`src/rtl/seq_pkg.sv`:
```
// Shared state encoding and halt-reason codes for the instruction sequencer.
package seq_pkg;

    typedef enum logic [2:0] {
        FETCH  = 3'd0,
        DECODE = 3'd1,
        MEM    = 3'd2,
        WB     = 3'd3,
        HALT   = 3'd4
    } state_t;

    localparam logic [1:0] HALT_NONE    = 2'd0;
    localparam logic [1:0] HALT_EBREAK  = 2'd1;
    localparam logic [1:0] HALT_ILLEGAL = 2'd2;
    localparam logic [1:0] HALT_TIMEOUT = 2'd3;

endpackage

```
`src/rtl/inst_sequencer_wait_timer.sv`:
```
// Handshake watchdog: counts cycles spent waiting and flags when WAIT_MAX is reached.
// Saturates at WAIT_MAX so it never wraps back to a non-expired value.
module wait_timer #(
    parameter int WAIT_MAX = 1023
) (
    input  logic clk,
    input  logic clear_i,
    input  logic enable_i,
    output logic expired_o
);

    localparam int W = (WAIT_MAX < 1) ? 1 : $clog2(WAIT_MAX + 1);

    logic [W-1:0] cnt_q;

    assign expired_o = (cnt_q == W'(WAIT_MAX));

    always_ff @(posedge clk) begin
        if (clear_i) begin
            cnt_q <= '0;
        end else if (enable_i && !expired_o) begin
            cnt_q <= cnt_q + 1'b1;
        end
    end

endmodule

```
`src/rtl/inst_sequencer.sv`:
```
// Multi-cycle fetch/decode/mem/writeback sequencer: owns pc, latched instruction and
// retire count; halts on ebreak, illegal instruction or a bus handshake timeout.
module inst_sequencer
    import seq_pkg::*;
#(
    parameter logic [31:0] RESET_PC = 32'h8000_0000,
    parameter int          WAIT_MAX = 1023
) (
    input  logic        clk,
    input  logic        rst,
    output logic        ifu_req,
    output logic [31:0] ifu_addr,
    input  logic        ifu_rvalid,
    input  logic [31:0] ifu_rdata,
    output logic [31:0] inst,
    output logic        inst_valid,
    input  logic        mem_valid_i,
    input  logic        is_ebreak_i,
    input  logic        illegal_i,
    input  logic [31:0] next_pc,
    output logic        lsu_req,
    input  logic        lsu_done,
    output logic        rf_wen_gate,
    output logic [31:0] pc,
    output logic        retire,
    output logic [31:0] instret,
    output logic        halt,
    output logic [1:0]  halt_code
);

    state_t      state_q;
    logic [31:0] pc_q;
    logic [31:0] inst_q;
    logic [31:0] instret_q;
    logic [1:0]  halt_code_q;

    logic waiting;
    logic expired;

    // Counter only runs while a bus handshake is outstanding; any other state re-arms it.
    assign waiting = (state_q == FETCH) || (state_q == MEM);

    wait_timer #(
        .WAIT_MAX (WAIT_MAX)
    ) u_wait_timer (
        .clk       (clk),
        .clear_i   (rst || !waiting),
        .enable_i  (waiting),
        .expired_o (expired)
    );

    always_ff @(posedge clk) begin
        if (rst) begin
            state_q     <= FETCH;
            pc_q        <= RESET_PC;
            inst_q      <= '0;
            instret_q   <= '0;
            halt_code_q <= HALT_NONE;
        end else begin
            case (state_q)
                FETCH: begin
                    if (ifu_rvalid) begin
                        inst_q  <= ifu_rdata;
                        state_q <= DECODE;
                    end else if (expired) begin
                        halt_code_q <= HALT_TIMEOUT;
                        state_q     <= HALT;
                    end
                end
                DECODE: begin
                    if (illegal_i) begin
                        halt_code_q <= HALT_ILLEGAL;
                        state_q     <= HALT;
                    end else if (is_ebreak_i) begin
                        halt_code_q <= HALT_EBREAK;
                        state_q     <= HALT;
                    end else if (mem_valid_i) begin
                        state_q <= MEM;
                    end else begin
                        state_q <= WB;
                    end
                end
                MEM: begin
                    if (lsu_done) begin
                        state_q <= WB;
                    end else if (expired) begin
                        halt_code_q <= HALT_TIMEOUT;
                        state_q     <= HALT;
                    end
                end
                WB: begin
                    pc_q      <= next_pc;
                    instret_q <= instret_q + 32'd1;
                    state_q   <= FETCH;
                end
                HALT: begin
                    state_q <= HALT;
                end
                default: begin
                    state_q <= FETCH;
                end
            endcase
        end
    end

    assign ifu_req     = (state_q == FETCH);
    assign ifu_addr    = pc_q;
    assign inst        = inst_q;
    assign inst_valid  = (state_q == DECODE) || (state_q == MEM) || (state_q == WB);
    assign lsu_req     = (state_q == MEM);
    assign rf_wen_gate = (state_q == WB);
    assign retire      = (state_q == WB);
    assign pc          = pc_q;
    assign instret     = instret_q;
    assign halt        = (state_q == HALT);
    assign halt_code   = halt_code_q;

endmodule

```
`config.mk`:
```
export PLATFORM = sky130hd
export DESIGN_NAME = inst_sequencer
export DESIGN_NICKNAME = d
export VERILOG_FILES = /design/src/rtl/seq_pkg.sv /design/src/rtl/inst_sequencer_wait_timer.sv /design/src/rtl/inst_sequencer.sv
export SDC_FILE = /design/constraint.sdc
export NUM_CORES = 1
export LEC_CHECK = 0
export CAP_MARGIN = 20
export CORE_ASPECT_RATIO = 1.75
export CORE_UTILIZATION = 38
export CTS_CLUSTER_SIZE = 14
export DETAILED_ROUTE_END_ITERATION = 12
export GPL_ROUTABILITY_DRIVEN = 1
export PLACE_DENSITY = 0.84
export SETUP_SLACK_MARGIN = 0.15
export SYNTH_ARGS = -nofsm -noshare
export SYNTH_HDL_FRONTEND = slang
export SYNTH_SLANG_ARGS = --single-unit
```
`constraint.sdc`:
```
create_clock -name clk -period 1.5 [get_ports clk]
set_input_delay 0.3 -clock clk [delete_from_list [all_inputs] [get_ports clk]]
set_output_delay 0.3 -clock clk [all_outputs]
set_load 0.02 [all_outputs]
```
# --- Word level (Yosys, flattened, before mapping) ---
# Index checks and enable logic that the tools add are counted.
totals:
  input_bits: 71
  mem_bits_ro: 0
  elab_cells: 40
  regBits: 111
  mem_bits_rw: 0
  output_inout_bits: 136
  mem_count: 0
  latch_bits: 0
classes:
  muxes: 13
  n_div: 0
  n_shift: 0
  n_addsub: 2
  n_reduce_logical: 11
  bitwise_logic: 0
  eq_ne: 8
  multipliers: 0
  n_lt_le_gt_ge: 0
op_table:
  columns: ["op", "count"]
  rows:
  - ["32-bit by 1-bit adder with 32-bit output, second input constant", 1]
  - ["3-bit two-way mux", 5]
  - ["3-bit one-hot mux with 4 select lines", 1]
  - ["10-bit by 1-bit adder with 10-bit output, second input constant", 1]
  - ["10-bit == test, second input constant", 1]
  - ["2-bit two-way mux", 5]
  - ["3-bit by 2-bit == test with 1-bit output, second input constant", 2]
  - ["2-bit one-hot mux with 3 select lines", 1]
  - ["1-bit logical OR", 4]
  - ["2-bit != test, second input constant", 2]
  - ["4-bit AND reduction", 1]
  - ["3-bit by 1-bit == test with 1-bit output, second input constant", 1]
  - ["3-bit == test, second input constant", 1]
  - ["3-bit zero test", 1]
  - ["3-bit != test, second input constant", 1]
  - ["3-bit nonzero test", 1]
  - ["1-bit zero test", 2]
  - ["2-bit AND reduction", 1]
  - ["1-bit logical AND", 1]
  - ["1-bit two-way mux", 1]

# --- Logic depth before layout (Yosys ltp) ---
# Gate-level depths: netlist (run 1).
depth:
  word_depth: 4
  ltp_mapped: 8
  mapped_depth_nobuf: 6

# --- Hierarchy ---
# A second synthesis (run 1) with hierarchy kept.
hier_totals:
  hier_cells: 608
  area_unflattened_um2: 4867.2
modules_own_cells:
  columns: ["mod", "n_inst", "cells_each", "area_per_inst_um2", "seq_area_each_um2"]
  rows:
  - ["inst_sequencer", 1, 540, 4294.1, 2021.9]
  - ["wait_timer", 1, 68, 573.0, 200.2]

# --- Worst setup path after synthesis (run 1) ---
# OpenSTA, ideal clock, no wires.
synth_timing:
  path_type: "register to register"
  start: "register state_q[1]"
  end: "register inst_q[0], in the netlist inst[0]"
  period_less_slack_ps: 1783
  setup_time_ps: 70
  setup_slack_ps: -283
  required_ps: 1430
  stages_incl_launch_ff: 8
  n_path_buf: 3
  t_arrival_ps: 1713
  path_cell_list: "dfxtp_1 > buf_4 > nor3_1 > and2_1 > buf_2 > buf_2 > nand2_1 > a21oi_1"
synth_between:
  elab_chain_len: 2
synth_rtl:
  columns: ["element", "line_no", "text"]
  rows:
  - ["start, declared", "inst_sequencer.sv:31", "state_t state_q;"]
  - ["start signal, assigned", "inst_sequencer.sv:54", "state_q <= FETCH;"]
  - ["start signal, assigned", "inst_sequencer.sv:64", "state_q <= DECODE;"]
  - ["start signal, assigned", "inst_sequencer.sv:67", "state_q <= HALT;"]
  - ["3-bit zero test", null, null]
  - ["via ifu_req", "inst_sequencer.sv:11", "output logic ifu_req,"]
  - ["2-bit AND reduction (no source line)", null, null]
  - ["end signal, assigned", "inst_sequencer.sv:63", "inst_q <= ifu_rdata;"]
  - ["end, declared", "inst_sequencer.sv:33", "logic [31:0] inst_q;"]
# The timed path passes the listed nets, and every way through them passes these cells.
# A chain may end at the register's enable or synchronous reset.

# --- Worst setup path in the final report (run 1) ---
layout_timing:
  start: "register state_q[2]"
  end: "output lsu_req"
layout_between:
  elab_chain_len: 1
layout_rtl:
  columns: ["element", "line_no", "text"]
  rows:
  - ["3-bit by 2-bit == test with 1-bit output", "inst_sequencer.sv:110", "assign lsu_req = (state_q == MEM);"]
  - ["end, declared", "inst_sequencer.sv:21", "output logic lsu_req,"]
# Every way passes these cells.

==> results.toml, run 1 <==
[grt]
grt_usage = 0.229
grt_pass1_wl_um = 23200
grt_max_degree = 102
grt_antenna_before_repair = 0
grt_overflow = 0
first_global_vias = 4865

[critical_path]
path_max_fanout = 3
startpoint = "state_q[2]"
cpPeakStageDelay_ps = 330
crit_path_frequent_cell = "buf_6"
cp-end-kind = "primary output"
worstPathArrival_ps = 1280
cpLargestDelayFamily = "buffers and inverters"
path_cells = "buf_6, buf_12, nor3b_4, buf_6"
worst-path-buf-inv = 3
worstSetupPathType = "flop to primary output"
r2r-start = "instret[1]"
critical_path.slowest_cell = "dfxtp_2"
start_kind = "flop"
required_ps = 1200

[synthesis]
synth.distinct_cells = 38
synth_seq_cells = 111
synth_top_area_cell = "dfxtp_1"
synth_top_area_frac = 0.478
synth.top_cells.by_area = "dfxtp_1 (48%), nand2_1 (11%), a21oi_1 (7.3%), buf_4 (6.1%), xor2_1 (5.8%)"
synth_warnings = 0
synth_edf_count = 0
syn_avg_cell_area_um2 = 8.28
synthArstFlopShare = 0
netlist_instances = 561
synth_flop_cell = "dfxtp_1"
synth.cell_area_um2 = 4650
yosysSeqAreaShare = 0.478
synth_nets = 634

[detailed_routing]
drc = 0
vias = 4806
routed_wire_length_per_instance_um = 16.2
drt_iter0_drc = 154
dr.pass1.iters = 4
drt_wl_total_um = 15100
ant_nets = 0
viasPerCell = 5.15

[floorplanning]
row_count = 53
pin_count = 207
start_util = 0.389
core_um2 = 11900
die_y_um = 148
die_width_um = 85.6
die-area_um2 = 12700

[clocking]
cts_root_buf = "clkbuf_16"
clk_path_buf_depth = 2
cts_hold_buf = 0
path_clk_slew_ps = 70
clk_latency_ps = 340
cts_buffers = 9
cts.sinks = 111
htree_levels = 3
cts_tree = "done"

[timing]
setup_viol = 40
hold_viol = 0
finalWorstSetupSlack_ps = -80.6
timing.hold.ws_ps = 332
fin_setup_tns_ps = -1140
fin_crit_sh = 1.05
fin_crit_ps = 1580
clock_skew_ps = 8.34
final_max_slew_viol_count = 0
max_freq_ghz = 0.633
slew_headroom = 0.683
worst_pin_slew_ps = 475
rsz0062_at_grt = "true"

[power]
power_density_nw_per_um2 = 890
p_leak_nw = 3.28
max-vdd-ir-drop_mv = 0.636

[final_layout]
antenna_cells = 0
fin_util = 0.655
syn_to_final_growth_pct = 68.1
drive_above_1_share = 0.364
fin_cells = 934
fillers = 915
nets = 865

[hold_path]
hp-start = "rst"
hp-class = "input pin to flop"

[placement]
port_buffers = 206
gp_congestion = 0.811
dp_cells = 882
dpl.hpwl_um = 9880
pre_cts_slack_ps = -303

[run]
maxCapViolations = 0

[status]
status = "complete, but fails checks"
violations = "negative setup slack"
==> repair_timing <==
action,4_1_cts,5_1_grt
setup buffers,17,13
setup endpoints to repair,207,199
pin swaps,33,39
gates resized for setup,323,170
gates cloned,6,0
==> area by class of cell <==
class                   instances  area [µm²]  share of cell area
repair buffers                288        2670               0.342
multi-input cells             378        2350               0.301
flip-flops and latches        111        2300               0.295
clock buffers                  10         229              0.0293
well taps                     137         171              0.0219
clock inverters                 6        67.6             0.00865
inverters                       4        20.0             0.00256
==> layout by cell type, fill, tap and decap left out, types with 4 or more instances in the layout <==
cell type | synthesis | layout
clkdlybuf4s50_1 | 0 | 69
xnor2_2 | 0 | 4
dfxtp_4 | 0 | 15
dlygate4sd2_1 | 0 | 12
clkbuf_2 | 0 | 53
a21oi_1 | 68 | 65
nand2_2 | 0 | 10
nand2_4 | 0 | 6
nor2_1 | 47 | 42
buf_16 | 0 | 5
buf_6 | 0 | 21
dfxtp_1 | 111 | 77
and2_1 | 7 | 4
clkdlybuf4s15_1 | 0 | 34
clkdlybuf4s15_2 | 0 | 18
buf_2 | 9 | 11
nor3_1 | 6 | 4
nand4_1 | 21 | 21
buf_12 | 0 | 11
nand3_2 | 2 | 9
xor2_1 | 31 | 31
nand2_1 | 138 | 121
clkbuf_16 | 0 | 9
dfxtp_2 | 0 | 19
buf_4 | 38 | 52
==> path summary, 6_finish.rpt <==
check / end / slack, ps / cells past startpoint
worst max-delay path: lsu_req / -80 / 4
worst min-delay path: u_wait_timer.cnt_q[1] / 330 / 3
worst max register to register: instret[26] / -70 / 7
worst min register to register: inst[28] / 450 / 2
==> power breakdown <==
group	internal, mW	switching (mW)
combinational	0.775	0.669
clock	1.31	1.09
sequential	3.04	0.0800
==> cell usage after synthesis, drive strengths merged (4+ instances only) <==
| cell | instances |
|---|---|
| nand2 | 138 |
| dfxtp | 111 |
| a21oi | 68 |
| buf | 49 |
| nor2 | 47 |
| xor2 | 31 |
| nand4 | 21 |
| clkbuf | 19 |
| nand3 | 12 |
| and4 | 9 |
| and2 | 7 |
| and3 | 7 |
| nor3 | 7 |
| xnor2 | 6 |
| inv | 4 |
==> cells by family (layout without fill, tap and decap cells) <==
logic type | after synthesis | in the layout | synth area share
AO/OA/AOI/OAI | 79 | 79 | 0.0907
XOR/XNOR | 37 | 37 | 0.0697
AND/OR/NAND/NOR | 258 | 258 | 0.260
multiplexers | 2 | 2 | 0.00431
flip-flops | 111 | 111 | 0.478
adder cells (fa/ha/maj) | 2 | 2 | 0.00538
buffers and inverters | 72 | 308 | 0.0913
==> state kept, by name, summed over array words and instances (netlist names) <==
name / count
inst: 32
u_wait_timer.cnt_q: 10
halt_code: 2
instret: 32
state_q: 3
ifu_addr: 32
==> routing by layer <==
metal  global-route usage  share of wire  routed length, µm
met1                0.225           0.35               5340
met2                0.448           0.56               8520
met3               0.0461          0.048                725
met4                0.101          0.035                527
met5                    0              0                  0
==> per-stage QoR <==
step                instance area, µm²  power, mW
floorplan                         4880       3.71
global route                      7810       7.21
CTS                               7700       6.85
detailed placement                7030       4.23
global placement                  7030       4.20
finish                            7810       6.95
==> worst min-delay path, cell delays in order <==
cell and delay, ps:
buf_4 110, or3_4 170, nor2_1 50
(Power assumes the default switching activity.)
==> run 2, diff against run 1 <==
--- a/config.mk
+++ b/config.mk
@@ -6,11 +6,12 @@
 export NUM_CORES = 1
 export LEC_CHECK = 0
 export CAP_MARGIN = 20
-export CORE_ASPECT_RATIO = 1.75
+export CORE_ASPECT_RATIO = 1.1
 export CORE_UTILIZATION = 38
 export CTS_CLUSTER_SIZE = 14
 export DETAILED_ROUTE_END_ITERATION = 12
 export GPL_ROUTABILITY_DRIVEN = 1
+export HOLD_SLACK_MARGIN = 0.12
 export PLACE_DENSITY = 0.84
 export SETUP_SLACK_MARGIN = 0.15
 export SYNTH_ARGS = -nofsm -noshare
==> run 2 against run 1 <==
The run still ends with negative setup slack left. Clock skew increased by 0.62 ps. Total power hardly changed. Non-clock buffer count down 1. First-iteration DRC count up 62%. Sequential power hardly changed. Via count decreased by 0.40%. Die area is 0.14% lower. Critical endpoint is now instret[26]. Largest power group unchanged.
==> results.toml, run 2 (synthesized netlist as in run 1, its figures left out) <==
[timing]
finalWorstSetupSlack_ps = -110
clock_skew_ps = 8.96
rsz0062_at_grt = "true"
worst_pin_slew_ps = 453
slew_headroom = 0.698
final_max_slew_viol_count = 0
hold_viol = 0
fin_crit_sh = 1.07
fin_crit_ps = 1610
max_freq_ghz = 0.621
setup_viol = 37
timing.hold.ws_ps = 452

[hold_path]
hp-class = "flop to flop"
whs_path_depth = 2

[grt]
grt_pass1_wl_um = 23300
grt_antenna_before_repair = 0
first_global_vias = 4866
grt_max_degree = 102
grt_overflow = 0
grt_usage = 0.233

[final_layout]
drive_above_1_share = 0.406
syn_to_final_growth_pct = 67.2
layout_common_cells = "nand2_1 (105), dfxtp_1 (77), clkbuf_2 (72)"
antenna_cells = 0
layout_commonest_cell = "nand2_1"
fin_util = 0.648
nets = 864

[floorplanning]
core_um2 = 12000
start_util = 0.388
pin_count = 207
row_count = 42
die_y_um = 118
die_width_um = 107
die-area_um2 = 12700

[power]
power_density_nw_per_um2 = 895
max-vdd-ir-drop_mv = 0.687
finalPower_mw = 6.95
p_leak_nw = 3.26

[detailed_routing]
highest_layer = "met4"
drc = 0
drt_iter0_drc = 250
wl_met1_um = 5650
routed_wire_length_per_instance_um = 15.9
dr.pass1.iters = 4
vias = 4787
ant_nets = 0
wl_met3_um = 993
dr_wl_met2_um = 8220
drt_wl_total_um = 15100
viasPerCell = 5.04

[critical_path]
crit_path_frequent_cell = "buf_6"
worstSetupPathType = "flop to flop"
worstPathArrival_ps = 1820
start_kind = "flop"
reg2reg_depth = 7
path_depth = 7
required_ps = 1710
critical_path.slowest_cell = "dfxtp_4"
cpLargestDelayFamily = "simple AND/OR/NAND/NOR gates"
path_max_fanout = 7
worst-path-buf-inv = 2
cpPeakStageDelay_ps = 410
path_cells = "nand3b_4, buf_6, nor3b_4, buf_6, nand4_1, xor2_1, nor2_1"
cp-end-kind = "flop"

[status]
violations = "negative setup slack"
status = "complete, but fails checks"

[placement]
gp_congestion = 0.815
dpl.hpwl_um = 9490
port_buffers = 206

[clocking]
path_clk_slew_ps = 70
cts_buffers = 9
clk_latency_ps = 340
cts.sinks = 111
clk_path_buf_depth = 2
cts_root_buf = "clkbuf_16"
cts_tree = "done"
htree_levels = 3

[run]
maxCapViolations = 0
## run 2: cell types whose count changed in the layout (fill, tap and decap cells not counted), moves of 3 or more
cell             previous run  this run
nand2_4                     6         9
dlygate4sd2_1              12         4
buf_6                      21        18
clkdlybuf4s15_2            18        24
clkbuf_2                   53        72
xnor2_1                     2         5
clkdlybuf4s15_1            34        19
xnor2_2                     4         1
nor2_1                     42        45
nand2_2                    10        23
nand2_1                   121       105
## run 2: metrics by stage
step	setup TNS (ps)	area [µm²]	setup slack [ps]	cells
6_report	-2230	7770	-110	950
5_1_grt	-5020	7770	-164	950
4_1_cts	-922	7920	-107	945
3_5_place_dp	-4530	7030	-351	897
3_3_place_gp	-2470	7030	-289	897
2_1_floorplan	-48.1	4880	-48.1	561
## run 2: area by class of cell
class / instances / area, µm²
clock buffer: 9 / 225
clock inverter: 7 / 95.1
fill: 947 / 4210
inverter: 4 / 20.0
multi-input combinational: 378 / 2370
sequential: 111 / 2300
tap: 154 / 193
timing repair buffer: 287 / 2560
## run 2: worst paths after layout
check	slack, ps	start	to
setup / recovery	-110	state_q[0]	instret[26]
hold / removal	450	inst[27]	inst[27]
hold reg to reg	450	inst[27]	inst[27]
setup reg to reg	-110	state_q[0]	instret[26]
## run 2: metal layers
layer | up-vias | global-route usage
met1 | 2272 | 0.246
met4 | 0 | 0.0856
li1 | 2290 | -
met3 | 30 | 0.0615
met2 | 195 | 0.435
met5 | - | 0
## run 2: where the power goes
part | leakage [nW] | switching [mW] | internal, mW
combinational | 2.18 | 0.616 | 0.655
sequential | 0.921 | 0.0865 | 3.04
clock | 0.158 | 1.08 | 1.47
## run 2: worst min-delay path: stages (launching register included)
cell	delay (ps)
dfxtp_1	310
nand2_1	50
a21oi_1	50
## run 2: what timing repair did
action,in CTS,in global routing
hold buffers,0,0
pin swaps,56,27
setup buffers,26,5
resized for setup,366,159
setup endpoints to repair,218,208
cloned,6,0
==> run 3, diff against run 2 <==
--- a/config.mk
+++ b/config.mk
@@ -7,6 +7,7 @@
 export LEC_CHECK = 0
 export CAP_MARGIN = 20
 export CORE_ASPECT_RATIO = 1.1
+export CORE_MARGIN = 2
 export CORE_UTILIZATION = 38
 export CTS_CLUSTER_SIZE = 14
 export DETAILED_ROUTE_END_ITERATION = 12
==> run 3 against run 2 <==
The flow still finishes with violations (negative setup slack). Non-clock buffer count up 14. Worst setup slack worse by 24 ps. Sequential share of layout area down 1.7 points. Global-route usage down 0.40 points. Cell area up 6.4%. Register-to-register slack worse by 20 ps. First-iteration DRC count down 10%. Critical path depth up 1.
==> results.toml, run 3 (synthesized netlist as in run 1, its figures left out) <==
[power]
power_density_nw_per_um2 = 877
max-vdd-ir-drop_mv = 0.675
p_int_mw = 5.34
p_sw_frac = 0.264
p_clk_frac = 0.337
finalPower_mw = 7.25
power_frac_comb = 0.230
switchingPower_mw = 1.92
p_seq_frac = 0.433
p_leak_nw = 3.46

[final_layout]
drive_above_1_share = 0.440
antenna_cells = 0
layout_commonest_cell = "nand2_1"
nets = 878
fillers = 857
syn_to_final_growth_pct = 77.9
multi_input_area_um2 = 2550
fin_cells = 964
layout_common_cells = "nand2_1 (85), dfxtp_1 (80), clkdlybuf4s50_1 (69)"
final-seq-area_um2 = 2310

[hold_path]
hp-start = "rst"
hp-class = "input pin to flop"

[detailed_routing]
dr.pass1.iters = 4
viasPerCell = 5.13
drt_wl_total_um = 16300
drc = 0
vias = 4950
ant_nets = 0
routed_wire_length_per_instance_um = 16.9
drt_iter0_drc = 224

[critical_path]
worst-path-buf-inv = 4
r2r-start = "state_q[0]"
startpoint = "state_q[0]"
required_ps = 1750
start_kind = "flop"
worstSetupPathType = "flop to flop"
worstPathArrival_ps = 1880
path_cells = "buf_12, nor3_4, and2_4, buf_6, buf_12, buf_16, nand2_1, a21oi_1"
crit_path_frequent_cell = "buf_12"
cpLargestDelayFamily = "simple AND/OR/NAND/NOR gates"
cp-end-kind = "flop"
cpPeakStageDelay_ps = 380
path_max_fanout = 5
critical_path.slowest_cell = "dfxtp_4"

[placement]
pre_cts_slack_ps = -313
gp_congestion = 0.819
port_buffers = 206
dp_cells = 898
dpl.hpwl_um = 9710

[clocking]
htree_levels = 3
cts_tree = "done"
cts_root_buf = "clkbuf_16"
clk_path_buf_depth = 2
cts.sinks = 111
path_clk_slew_ps = 70
clk_latency_ps = 340
cts_buffers = 9
cts_hold_buf = 0

[timing]
timing.hold.ws_ps = 308
fin_crit_ps = 1630
setup_viol = 44
max_freq_ghz = 0.612
fin_setup_tns_ps = -2020
slew_headroom = 0.644
fin_crit_sh = 1.09
finalWorstSetupSlack_ps = -135
final_max_slew_viol_count = 0
clock_skew_ps = 9.61
rsz0062_at_grt = "true"
worst_pin_slew_ps = 534
hold_viol = 0

[grt]
grt_pass1_wl_um = 23900
first_global_vias = 4870
grt_antenna_before_repair = 0
grt_max_degree = 102
grt_usage = 0.229
grt_overflow = 0

[floorplanning]
die_width_um = 109
core_um2 = 12000
pin_count = 207
start_util = 0.388
row_count = 42
die-area_um2 = 13100
die_y_um = 120

[status]
status = "complete, but fails checks"
violations = "negative setup slack"

[run]
maxCapViolations = 0
run 3: cell types whose count changed in the layout (fill, tap and decap cells not counted), sizes merged:
cell           previous run  this run
buf                      98       115
clkdlybuf4s15            43        58
clkbuf                   81        67
bufbuf                    1         0
bufinv                    2         1
clkinv                    3         2
inv                       6         5
run 3: area by class of cell:
type / instances / area share
Timing Repair Buffer: 301 / 0.350
Clock buffer: 12 / 0.0310
Clock inverter: 4 / 0.00636
Inverter: 4 / 0.00272
Sequential cell: 111 / 0.279
Tap cell: 154 / 0.0233
Multi-Input combinational cell: 378 / 0.308
run 3: worst paths after layout:
check / endpoint / cells past startpoint / slack, ps
hold / removal: u_wait_timer.cnt_q[7] / 3 / 310
setup / recovery: inst[28] / 8 / -130
setup reg to reg: inst[28] / 8 / -130
hold reg to reg: inst[26] / 2 / 460
run 3: power groups by stage:
stage / clock, mW / combinational [mW] / sequential (mW)
after floorplan: 0 / 0.430 / 3.28
after global placement: 0 / 1.01 / 3.18
after detailed placement: 0 / 1.04 / 3.19
after CTS: 2.50 / 1.57 / 3.13
after global routing: 2.62 / 1.75 / 3.15
final: 2.44 / 1.67 / 3.14
run 3: routing by layer:
layer	global-route usage	vias to the layer above	wire, µm
li1	-	2315	-
met1	0.253	2415	5970
met2	0.426	196	9020
met3	0.0543	24	1030
met4	0.0665	0	263
met5	0	-	0
run 3: metrics by stage:
step | util | cell area (µm²)
after floorplan | - | 4880
after CTS | 0.678 | 8130
after detailed placement | 0.585 | 7010
after global placement | 0.585 | 7010
final | 0.690 | 8270
after global routing | 0.690 | 8270
run 3: what timing repair did:
action	CTS	global route
buffers inserted	25	16
pin swaps	81	40
setup endpoints to repair	211	175
endpoints found under the hold margin	0	0
gates cloned	8	1
resized for setup	416	172
run 3: worst register-to-register path: stages, from the launching register on:
cell and delay [ps]:
dfxtp_4 380, buf_12 140, nor3_4 220, and2_4 240, buf_6 130, buf_12 100
buf_16 100, nand2_1 60, a21oi_1 190
